<file path="src/rtl/fp_pkg.sv">
// Shared fixed-point helpers: precise-format sizing and rounding/saturation mode encodings.
// Used by the adder, subtractor and multiplier stages of the filter datapath.
package fp_pkg;

    typedef enum int {
        ROUND_TRUNC   = 0,
        ROUND_HALF_UP = 1
    } round_e;

    typedef enum int {
        SAT_WRAP  = 0,
        SAT_CLAMP = 1
    } sat_e;

    function automatic int fp_max(input int a, input int b);
        return (a > b) ? a : b;
    endfunction

    // One extra integer bit keeps a sum or difference of the two inputs exact.
    function automatic int fp_wip(input int wi1, input int wi2);
        return fp_max(wi1, wi2) + 1;
    endfunction

    function automatic int fp_wfp(input int wf1, input int wf2);
        return fp_max(wf1, wf2);
    endfunction

endpackage

</file>
<file path="src/rtl/fp_requant.sv">
// Re-quantise a signed WIP.WFP value to WIO.WFO with optional round-half-up and saturation.
// Purely combinational; no handshake.
// Not applicable: no backpressure, output follows d.
module fp_requant
    import fp_pkg::*;
#(
    parameter int WIP   = 5,
    parameter int WFP   = 4,
    parameter int WIO   = 5,
    parameter int WFO   = 4,
    parameter int ROUND = 0,
    parameter int SAT   = 1
) (
    input  logic signed [WIP+WFP-1:0] d,
    output logic        [WIO+WFO-1:0] q,
    output logic                      ovf
);

    localparam int WD = WIP + WFP;
    localparam int WO = WIO + WFO;
    // Fraction-aligned value keeps all integer bits plus one for a rounding carry.
    localparam int WX = WIP + WFO + 1;

    logic signed [WX-1:0] x;

    generate
        if (WFO >= WFP) begin : g_pad
            assign x = WX'(d) <<< (WFO - WFP);
        end else begin : g_drop
            localparam int SH = WFP - WFO;
            localparam logic signed [WD:0] RND =
                (ROUND == int'(ROUND_HALF_UP)) ? ((WD+1)'(1) <<< (SH - 1)) : '0;
            // Arithmetic shift gives floor; the widened add never loses the carry.
            assign x = WX'(((WD+1)'(d) + RND) >>> SH);
        end

        if (WX <= WO) begin : g_fit
            assign q   = WO'(x);
            assign ovf = 1'b0;
        end else begin : g_chk
            logic [WX-WO:0] hi;
            logic           fits;

            assign hi   = x[WX-1:WO-1];
            assign fits = (hi == '0) || (hi == '1);
            assign ovf  = !fits;

            always_comb begin
                q = x[WO-1:0];
                if (!fits && (SAT == int'(SAT_CLAMP))) begin
                    q = x[WX-1] ? {1'b1, {(WO-1){1'b0}}} : {1'b0, {(WO-1){1'b1}}};
                end
            end
        end
    endgenerate

endmodule

</file>
<file path="src/rtl/fp_subtractor_pipe.sv">
// Pipelined signed fixed-point subtractor out = in1 - in2 with re-quantisation and overflow flags.
// Latency 2 cycles, 1 sample/cycle.
// in_ready = !s1_valid | stage 2 loads, so a stalled out_ready fills both stages then blocks input.
module fp_subtractor_pipe
    import fp_pkg::*;
#(
    parameter int WI1   = 4,
    parameter int WF1   = 4,
    parameter int WI2   = 4,
    parameter int WF2   = 4,
    parameter int WIO   = 5,
    parameter int WFO   = 4,
    parameter int ROUND = 0,
    parameter int SAT   = 1
) (
    input  logic                 CLK,
    input  logic                 RESET_N,
    input  logic                 in_valid,
    output logic                 in_ready,
    input  logic [WI1+WF1-1:0]   in1,
    input  logic [WI2+WF2-1:0]   in2,
    output logic                 out_valid,
    input  logic                 out_ready,
    output logic [WIO+WFO-1:0]   out,
    output logic                 OVF,
    output logic                 OVF_STICKY,
    input  logic                 CLR_STICKY
);

    localparam int WIP = fp_wip(WI1, WI2);
    localparam int WFP = fp_wfp(WF1, WF2);
    localparam int WD  = WIP + WFP;
    localparam int WO  = WIO + WFO;

    logic signed [WD-1:0] a1;
    logic signed [WD-1:0] a2;
    logic signed [WD-1:0] s1_d;
    logic                 s1_valid;
    logic                 s1_load;
    logic                 s2_load;
    logic [WO-1:0]        rq_q;
    logic                 rq_ovf;

    // Align both operands to the common precise format before subtracting.
    assign a1 = WD'($signed(in1)) <<< (WFP - WF1);
    assign a2 = WD'($signed(in2)) <<< (WFP - WF2);

    assign s2_load  = !out_valid || out_ready;
    assign s1_load  = !s1_valid || s2_load;
    assign in_ready = s1_load;

    always_ff @(posedge CLK or negedge RESET_N) begin
        if (!RESET_N) begin
            s1_valid <= 1'b0;
            s1_d     <= '0;
        end else if (s1_load) begin
            s1_valid <= in_valid;
            if (in_valid) begin
                s1_d <= a1 - a2;
            end
        end
    end

    fp_requant #(
        .WIP   (WIP),
        .WFP   (WFP),
        .WIO   (WIO),
        .WFO   (WFO),
        .ROUND (ROUND),
        .SAT   (SAT)
    ) u_requant (
        .d   (s1_d),
        .q   (rq_q),
        .ovf (rq_ovf)
    );

    always_ff @(posedge CLK or negedge RESET_N) begin
        if (!RESET_N) begin
            out_valid <= 1'b0;
            out       <= '0;
            OVF       <= 1'b0;
        end else if (s2_load) begin
            out_valid <= s1_valid;
            if (s1_valid) begin
                out <= rq_q;
                OVF <= rq_ovf;
            end
        end
    end

    // A flagged transfer in the same cycle as a clear keeps the flag set.
    always_ff @(posedge CLK or negedge RESET_N) begin
        if (!RESET_N) begin
            OVF_STICKY <= 1'b0;
        end else if (out_valid && out_ready && OVF) begin
            OVF_STICKY <= 1'b1;
        end else if (CLR_STICKY) begin
            OVF_STICKY <= 1'b0;
        end
    end

endmodule

</file>
<file path="config.mk">
export PLATFORM = sky130hd
export DESIGN_NAME = fp_subtractor_pipe
export DESIGN_NICKNAME = d
export VERILOG_FILES = /design/src/rtl/fp_pkg.sv /design/src/rtl/fp_requant.sv /design/src/rtl/fp_subtractor_pipe.sv
export SDC_FILE = /design/constraint.sdc
export NUM_CORES = 1
export LEC_CHECK = 0
export BUFFER_PORTS_ARGS = -buffer_cell sky130_fd_sc_hd__buf_2
export CAP_MARGIN = 15
export CORE_ASPECT_RATIO = 0.7
export CORE_MARGIN = 2
export CORE_UTILIZATION = 51
export CTS_CLUSTER_SIZE = 40
export DETAILED_ROUTE_END_ITERATION = 8
export PLACE_DENSITY = 0.78
export SYNTH_ARGS = -nofsm -noshare
export SYNTH_HDL_FRONTEND = slang
export SYNTH_HIERARCHICAL = 1
export SYNTH_SLANG_ARGS = --single-unit
</file>
<file path="constraint.sdc">
create_clock -name CLK -period 1.7 [get_ports CLK]
set_clock_uncertainty 0.1 [all_clocks]
set_input_delay 0.17 -clock CLK [delete_from_list [all_inputs] [get_ports CLK]]
set_output_delay 0.17 -clock CLK [all_outputs]
set_load 0.02 [all_outputs]
</file>
# Yosys cells after proc, flatten, opt, wreduce, memory -nomap -nowiden
# Cells that the tools add are included.
word_totals:
  regBits: 22
  inputBits: 21
  out_inout_bits: 13
  elab_cells: 24
classes:
  n_addsub: 1
  eq_ne: 1
  mux: 4
  n_reduce_logical: 12
ops:
  columns: ["cell", "n"]
  rows:
  - ["9-bit 2-to-1 mux", 2]
  - ["8-bit by 8-bit subtractor with 9-bit output", 1]
  - ["2-bit AND reduction", 2]
  - ["1-bit zero test", 3]
  - ["1-bit logical OR", 3]
  - ["2-bit equality test, second input constant", 1]
  - ["1-bit logical AND", 2]
  - ["2-bit zero test", 1]
  - ["1-bit 2-to-1 mux", 2]
  - ["2-bit nonzero test", 1]

# Depth between registers and ports, before layout
# Gate-level depths: netlist of the first run.
logic_depth:
  ltp_word: 4
  depth_mapped: 8

# Modules after synthesis
# The synthesis of the first run kept the hierarchy.
by_module_without_submodules:
  columns: ["mod", "instances", "cells_per_inst", "area_each_um2"]
  rows:
  - ["fp_subtractor_pipe", 1, 107, 1144.8]
  - ["fp_requant", 1, 11, 78.8]

# Least setup slack after synthesis of the first run
# Ideal clock, no wire load.
synth_timing:
  kind: "input-to-reg"
  startpoint: "input port in1[0]"
  endpoint: "register s1_d[6]"
  setup_ps: 96
  arrival_ps: 1419
  t_required_ps: 1504
  path_slack_ps: 85
  path_stages: 8
  path_buffers: 0
  path_cell_list: "inv_1 -> ha_1 -> fa_1 -> nor2b_1 -> o31a_1 -> o21a_1 -> nor3_1 -> o31ai_1"
synth_via:
  elab_chain_cells: 1
synth_rtl:
  columns: ["element", "line", "text"]
  rows:
  - ["start: declaration", "fp_subtractor_pipe.sv:20", "input logic [WI1+WF1-1:0] in1,"]
  - ["8-bit by 8-bit subtractor with 9-bit output", "fp_subtractor_pipe.sv:59", "s1_d <= a1 - a2;"]
  - ["end signal: assignment", "fp_subtractor_pipe.sv:59", null]
  - ["end: declaration", "fp_subtractor_pipe.sv:37", "logic signed [WD-1:0] s1_d;"]
# No other way between the ends.
# A chain may end at the register's enable or synchronous reset.

# Worst setup path in the final report of the first run
# Ends and elaborated chain as after synthesis.

==> flow_summary.json, run 1 <==
{
  "status": "completed",
  "vias_per_cell": 5.09,
  "period_share_pct": 90.9,
  "row_count": 14,
  "syn_avg_cell_area_um2": 10.4,
  "num_antenna_cells": 0,
  "track_usage_pct": 17.1,
  "yosysSeqAreaShare_pct": 45.0,
  "drt_first_pass_iters": 3,
  "drtIter0Drc": 21,
  "critical_path_depth": 9,
  "synthArstFlopShare_pct": 100,
  "final_hold_viol_count": 0,
  "critPathSlowestCell": "fa_1",
  "syn_inst": 118,
  "path_max_fanout": 3,
  "reg2reg_depth": 3,
  "grt_pass1_vias": 880,
  "crit_start": "in1[0]",
  "area_growth_pct": 18.4,
  "drive_gt1_share_pct": 34.9,
  "critical-path-top-delay-family": "adder cells",
  "hold-path-cell-count": 3,
  "clk_latency_ns": 0.31,
  "synth_edf_count": 0,
  "synth_cell_types": 28,
  "io_buffer_count": 33,
  "crit_chain": "buf_2 > inv_1 > ha_1 > fa_1 > nor2b_1 > o31a_1 > o21a_1 > nor3_1 > o31ai_1",
  "netlist_area_mm2": 0.00122,
  "crit_required_ns": 1.83,
  "start_kind": "input port",
  "dpl.hpwl_mm": 1.71,
  "start_util_pct": 55.4,
  "fp.dieW_um": 62.5,
  "post-route-min-period_ns": 1.54,
  "cp_data_arrival_time_ns": 1.67,
  "die_area_mm2": 0.00281,
  "fin_nets": 180,
  "leakage_nw": 0.735,
  "finalPower_w": 0.00158,
  "layout.area.seq_um2": 551,
  "final_max_slew_viol_count": 0,
  "antenna_found_initial": 0,
  "reg2reg_slack_ns": 0.27,
  "core_mm2": 0.00221,
  "vias": 922,
  "tritoncts": "built",
  "cp_slowest_stage_delay_ns": 0.42,
  "max_cap_violations": 0,
  "wl_per_cell_um": 12.0,
  "end_kind": "register",
  "overflow": 0,
  "routabilityCongestion": 0.795,
  "cts-root-buf": "clkbuf_4",
  "rsz0062_at_grt": "no",
  "fillCellCount": 179,
  "numCtsBuffers": 3,
  "yosys.area.top_type": "dfrtp_1",
  "cts_buffer_depth": 2,
  "final_core_utilization_pct": 65.6,
  "cts_setup_buffers": 0,
  "worstHoldStart": "out_ready",
  "syn-num-nets": 148,
  "synth_seq_cells": 22,
  "hold_path.class": "in2reg",
  "path_class": "in2reg",
  "synth_area_leaders": "dfrtp_1 (45%), mux2_2 (9.2%), ha_1 (8.2%)",
  "cts_sinks": 22,
  "cellPowerDensity_mw_per_mm2": 1090,
  "grt_pass1_wl_mm": 3.62,
  "crit_buf_inv": 2,
  "htree_levels": 1,
  "peakVddDrop_mv": 0.521,
  "route.detailed.drc": 0,
  "finalSetupViolations": 0,
  "io-pin-count": 34,
  "ys_warn_count": 6,
  "ant_nets": 0,
  "yosysTopAreaCellShare_pct": 45.0,
  "fmax_ghz": 0.647,
  "wl_mm": 2.18,
  "clkSlewWorstSetupHoldPaths_ns": 0.12,
  "die-height_um": 45.0,
  "grt_start_max_net_pins": 23,
  "synth_ff_type": "dfrtp_1",
  "multiInputGateArea_um2": 554,
  "timing.rr.start": "out_valid$_DFFE_PN0P_"
}
## what timing repair did
action                                  in CTS  in global routing
endpoints found under the hold margin       24                  0
endpoints found under the setup margin       0                  1
gates resized for setup                      0                  1
hold buffers                                 3                  0
## cells in the final DEF, fill, tap and decap left out
cell	count
buf_2	33
dfrtp_1	22
inv_1	11
mux2_2	10
nand2_1	8
ha_1	8
o21ai_0	7
nor2_1	5
nand2b_1	5
nor3_1	4
a21oi_1	4
o21a_1	4
o31ai_1	3
clkbuf_4	3
dlygate4sd3_1	3
a211oi_1	2
buf_4	2
nand3b_1	1
nand2_2	1
or4_4	1
o22ai_2	1
xnor2_1	1
o21ai_1	1
nor2b_1	1
o31a_1	1
a21o_1	1
xor2_1	1
o211ai_1	1
nand3_1	1
fa_1	1
bufinv_16	1
conb_1	1
## final cells by class
type,count,area share [%]
Clock buffer,3,1.55
Clock inverter,1,2.07
Inverter,11,2.85
Multi-Input combinational cell,74,38.3
Sequential cell,22,38.0
Tap cell,32,2.76
Timing Repair Buffer,38,14.5
## power breakdown
group          leakage, nW  switching [W]  total, W  internal, W
clock               0.0279       0.000153  0.000392     0.000239
sequential           0.263      0.0000567  0.000699     0.000642
combinational        0.444       0.000272  0.000487     0.000215
total                0.735       0.000482   0.00158      0.00110
## synthesized netlist by cell type (2+ instances only)
cell type / count
dfrtp_1: 22
nor2_1: 5
o31ai_1: 3
nand2_1: 9
o21ai_0: 7
inv_1: 11
ha_1: 8
o21a_1: 4
buf_4: 10
a21oi_1: 4
nand2b_1: 5
mux2_2: 10
nor3_1: 4
a211oi_1: 2
## metrics by stage
stage | cells | cell area, um^2 | worst slack, ns | hold WS (ns) | setup TNS (ns)
floorplan | 118 | 1220 | 0.0853 | -0.226 | 0
global placement | 174 | 1360 | -0.0819 | 0.0488 | -0.142
detailed placement | 174 | 1360 | -0.167 | 0.0574 | -0.389
CTS | 181 | 1450 | 0.150 | 0.00884 | 0
global route | 181 | 1450 | 0.0212 | 0.00195 | 0
finish | 181 | 1450 | 0.156 | 0.0184 | 0
## kinds of logic after synthesis
| group | count (synthesis) | synth area share [%] |
|---|---|---|
| compound gates | 25 | 13.4 |
| xor+xnor | 2 | 1.43 |
| fa+ha+maj | 9 | 9.82 |
| buf+inv | 22 | 9.92 |
| flops | 22 | 45.0 |
| mux | 10 | 9.20 |
| other cells | 1 | 0.306 |
| simple gates | 27 | 10.9 |
## tightest hold or removal path, cell delays in order
cell	delay, ns
buf_2	0.10
nand3_1	0.06
o21ai_0	0.07
## sequential cells by signal, indices dropped and copies added, names as in the netlist
| signal | count |
|---|---|
| OVF | 1 |
| OVF_STICKY | 1 |
| out | 9 |
| out_valid | 1 |
| s1_d | 9 |
| s1_valid | 1 |
## final timing paths
path / endpoint
max: s1_d[6]$_DFFE_PN0P_
min: OVF_STICKY$_DFFE_PN0P_
max reg2reg: out[2]$_DFFE_PN0P_
min reg2reg: s1_d[5]$_DFFE_PN0P_
max in group asynchronous: out[4]$_DFFE_PN0P_
min in group asynchronous: out[1]$_DFFE_PN0P_
## layer usage
| metal | part of all wire, % | track usage (%) | vias up |
|---|---|---|---|
| met2 | 53 | 32.7 | 20 |
| li1 | - | - | 455 |
| met4 | 1.2 | 6.22 | 0 |
| met5 | 0 | 0 | - |
| met1 | 41 | 18.3 | 442 |
| met3 | 4.6 | 5.74 | 5 |
Note: power is estimated with default switching activity, not from simulation.
==> run 2: changes to the inputs <==
--- a/config.mk
+++ b/config.mk
@@ -9,11 +9,10 @@
 export CAP_MARGIN = 15
 export CORE_ASPECT_RATIO = 0.7
 export CORE_MARGIN = 2
-export CORE_UTILIZATION = 51
+export CORE_UTILIZATION = 50
 export CTS_CLUSTER_SIZE = 40
 export DETAILED_ROUTE_END_ITERATION = 8
 export PLACE_DENSITY = 0.78
 export SYNTH_ARGS = -nofsm -noshare
 export SYNTH_HDL_FRONTEND = slang
-export SYNTH_HIERARCHICAL = 1
 export SYNTH_SLANG_ARGS = --single-unit
==> run 2 against run 1 <==
Die area down 7.7%. Critical path type unchanged. Highest routed layer unchanged. Non-clock buffer count up 1. Register-to-register slack better by 0.05 ns. Cell count down 2.8%. Flip-flop and latch count down 2.
==> flow_summary.json, run 2 <==
{
  "dr.max_layer_used": "met4",
  "drive_gt1_share_pct": 37.5,
  "wl_per_cell_um": 11.1,
  "period_share_pct": 87.9,
  "intPower_w": 0.000933,
  "switchingPower_w": 0.000449,
  "cts_sinks": 20,
  "tns_ns": 0,
  "postCtsResizedCells": 0,
  "peakVddDrop_mv": 0.344,
  "wl_met2_um": 868,
  "layout.area.seq_um2": 500,
  "post-route-min-period_ns": 1.49,
  "synth_seq_cells": 20,
  "cts-root-buf": "clkbuf_4",
  "fin_nets": 175,
  "numCtsBuffers": 3,
  "status": "completed",
  "area_growth_pct": 25.7,
  "final_common_cell": "buf_2",
  "m1WireLength_um": 977,
  "rsz0062_at_grt": "no",
  "ant_nets": 0,
  "yosysMostFrequentCell": "dfrtp_1",
  "final_hold_viol_count": 0,
  "num_antenna_cells": 0,
  "min_to": "s1_d[0]$_DFFE_PN0P_",
  "yosys.area.top_type": "dfrtp_1",
  "clk_latency_ns": 0.30,
  "core_mm2": 0.00212,
  "netlist_area_mm2": 0.00110,
  "grt_pass1_vias": 753,
  "grt_start_max_net_pins": 21,
  "combinationalPowerShare_pct": 33.9,
  "route.detailed.drc": 0,
  "wl_met3_um": 76,
  "synth_common_cells": "dfrtp_1 (20), inv_1 (10), mux2_2 (9), nand2_1 (9), ha_1 (8)",
  "path_class": "in2reg",
  "final_core_utilization_pct": 65.2,
  "syn_avg_cell_area_um2": 10.7,
  "max_cap_violations": 0,
  "overflow": 0,
  "reg.largest.list": "out (9), s1_d (9)",
  "io_buffer_count": 30,
  "fillCellCount": 179,
  "placed_cells": 170,
  "reg2reg_depth": 4,
  "crit_required_ns": 1.81,
  "final_cells": 176,
  "switching_share_pct": 32.5,
  "final_cell_mix": "buf_2 (30), dfrtp_1 (20), inv_1 (10)",
  "clkSlewWorstSetupHoldPaths_ns": 0.11,
  "dpl.hpwl_mm": 1.60,
  "start_util_pct": 51.9,
  "timing.rr.start": "out_valid$_DFFE_PN0P_",
  "cts_buffer_depth": 2,
  "vias": 838,
  "synth_edf_count": 0,
  "worstHoldStart": "in2[0]",
  "drtIter0Drc": 21,
  "htree_levels": 1,
  "cp_data_arrival_time_ns": 1.60,
  "fp.dieW_um": 60.1,
  "reg2reg_slack_ns": 0.32,
  "vias_per_cell": 4.76,
  "die_area_mm2": 0.00260,
  "finalPower_w": 0.00138,
  "seqPwrFrac_pct": 46.4,
  "track_usage_pct": 16.5,
  "synth_ff_type": "dfrtp_1",
  "die-height_um": 43.2,
  "wl_mm": 1.95,
  "path_max_fanout": 3,
  "multiInputGateArea_um2": 546,
  "grt_pass1_wl_mm": 3.22,
  "reg2reg_to": "s1_d[4]$_DFFE_PN0P_",
  "hold_path.class": "in2reg",
  "tritoncts": "built",
  "timing.hold.ws_ns": 0.0643,
  "antenna_found_initial": 0,
  "yosysTopAreaCellShare_pct": 45.5,
  "clkPwrFrac_pct": 19.6,
  "io-pin-count": 34,
  "leakage_nw": 0.705,
  "final_max_slew_viol_count": 0,
  "finalSetupViolations": 0,
  "cellPowerDensity_mw_per_mm2": 1000,
  "drt_first_pass_iters": 4,
  "routabilityCongestion": 0.854,
  "end_kind": "register",
  "synth_cell_types": 29,
  "synth_area_leaders": "dfrtp_1 (46%), mux2_2 (9.2%), ha_1 (9.1%)",
  "syn_inst": 103,
  "fmax_ghz": 0.669,
  "yosysSeqAreaShare_pct": 45.5,
  "hold-path-cell-count": 3,
  "ys_warn_count": 0,
  "start_kind": "input port",
  "row_count": 14,
  "synthArstFlopShare_pct": 100
}
==> run 2: kinds of logic (layout without fill, tap and decap cells) <==
group | after synthesis | in the layout | share of synthesized area, %
DFF | 20 | 20 | 45.5
other | 1 | 2 | 0.341
buffers and inverters | 13 | 53 | 5.23
muxes | 9 | 9 | 9.22
AOI/OAI and AO/OA | 24 | 24 | 15.5
adders and majority gates | 9 | 9 | 10.9
and+or+nand+nor | 25 | 25 | 11.7
xor gates and xnor gates | 2 | 2 | 1.59
==> run 2: cell type report <==
cell class	instances	share of cell area, %
Multi-Input combinational cell	71	39.5
Inverter	10	2.71
Clock buffer	4	2.62
Timing Repair Buffer	39	16.1
Tap cell	32	2.90
Sequential cell	20	36.2
==> run 2: per-stage QoR <==
| stage | setup WS (ns) | instance area, um^2 |
|---|---|---|
| 2_1_floorplan | 0.0865 | 1100 |
| 3_3_place_gp | -0.0519 | 1330 |
| 3_5_place_dp | -0.102 | 1330 |
| 4_1_cts | 0.202 | 1380 |
| 5_1_grt | 0.145 | 1380 |
| 6_report | 0.205 | 1380 |
==> run 2: power by group through the flow <==
| stage | logic [W] | registers (W) | clock network (W) |
|---|---|---|---|
| final | 0.000469 | 0.000642 | 0.000271 |
| after detailed placement | 0.000470 | 0.000656 | 0 |
| after global routing | 0.000518 | 0.000658 | 0.000289 |
| after global placement | 0.000457 | 0.000643 | 0 |
| after CTS | 0.000476 | 0.000645 | 0.000271 |
| after floorplan | 0.000225 | 0.000731 | 0 |
==> run 2: how the worst max path moves through the flow <==
stage               startpoint  depth (start not counted)                  end  slack (ns)
floorplan               in1[0]                          8  s1_d[6]$_DFFE_PN0P_        0.09
global placement        in1[0]                          9  s1_d[6]$_DFFE_PN0P_       -0.05
detailed placement      in1[0]                          9  s1_d[6]$_DFFE_PN0P_       -0.10
CTS                     in1[0]                          9  s1_d[6]$_DFFE_PN0P_        0.20
global route            in1[0]                          9  s1_d[6]$_DFFE_PN0P_        0.15
finish                  in1[0]                          9  s1_d[6]$_DFFE_PN0P_        0.21
==> run 2: repair_timing <==
action                                  4_1_cts  5_1_grt
endpoints found under the setup margin        0        0
buffers inserted                              0        0
hold buffers                                  2        0
hold endpoints to repair                     21        0
==> run 2: per-layer routing <==
layer,vias to the layer above,GRT usage (%)
li1,438,-
met1,370,24.4
met2,26,24.3
met3,4,1.83
met4,0,6.67
met5,-,0
==> run 2: worst max-delay path, cell delays in order <==
cell and delay, ns:
buf_2 0.07, inv_1 0.03, ha_1 0.21, fa_1 0.40, nor2b_1 0.16, o31a_1 0.21, o21a_1 0.13, nor3_1 0.04
o31ai_1 0.18
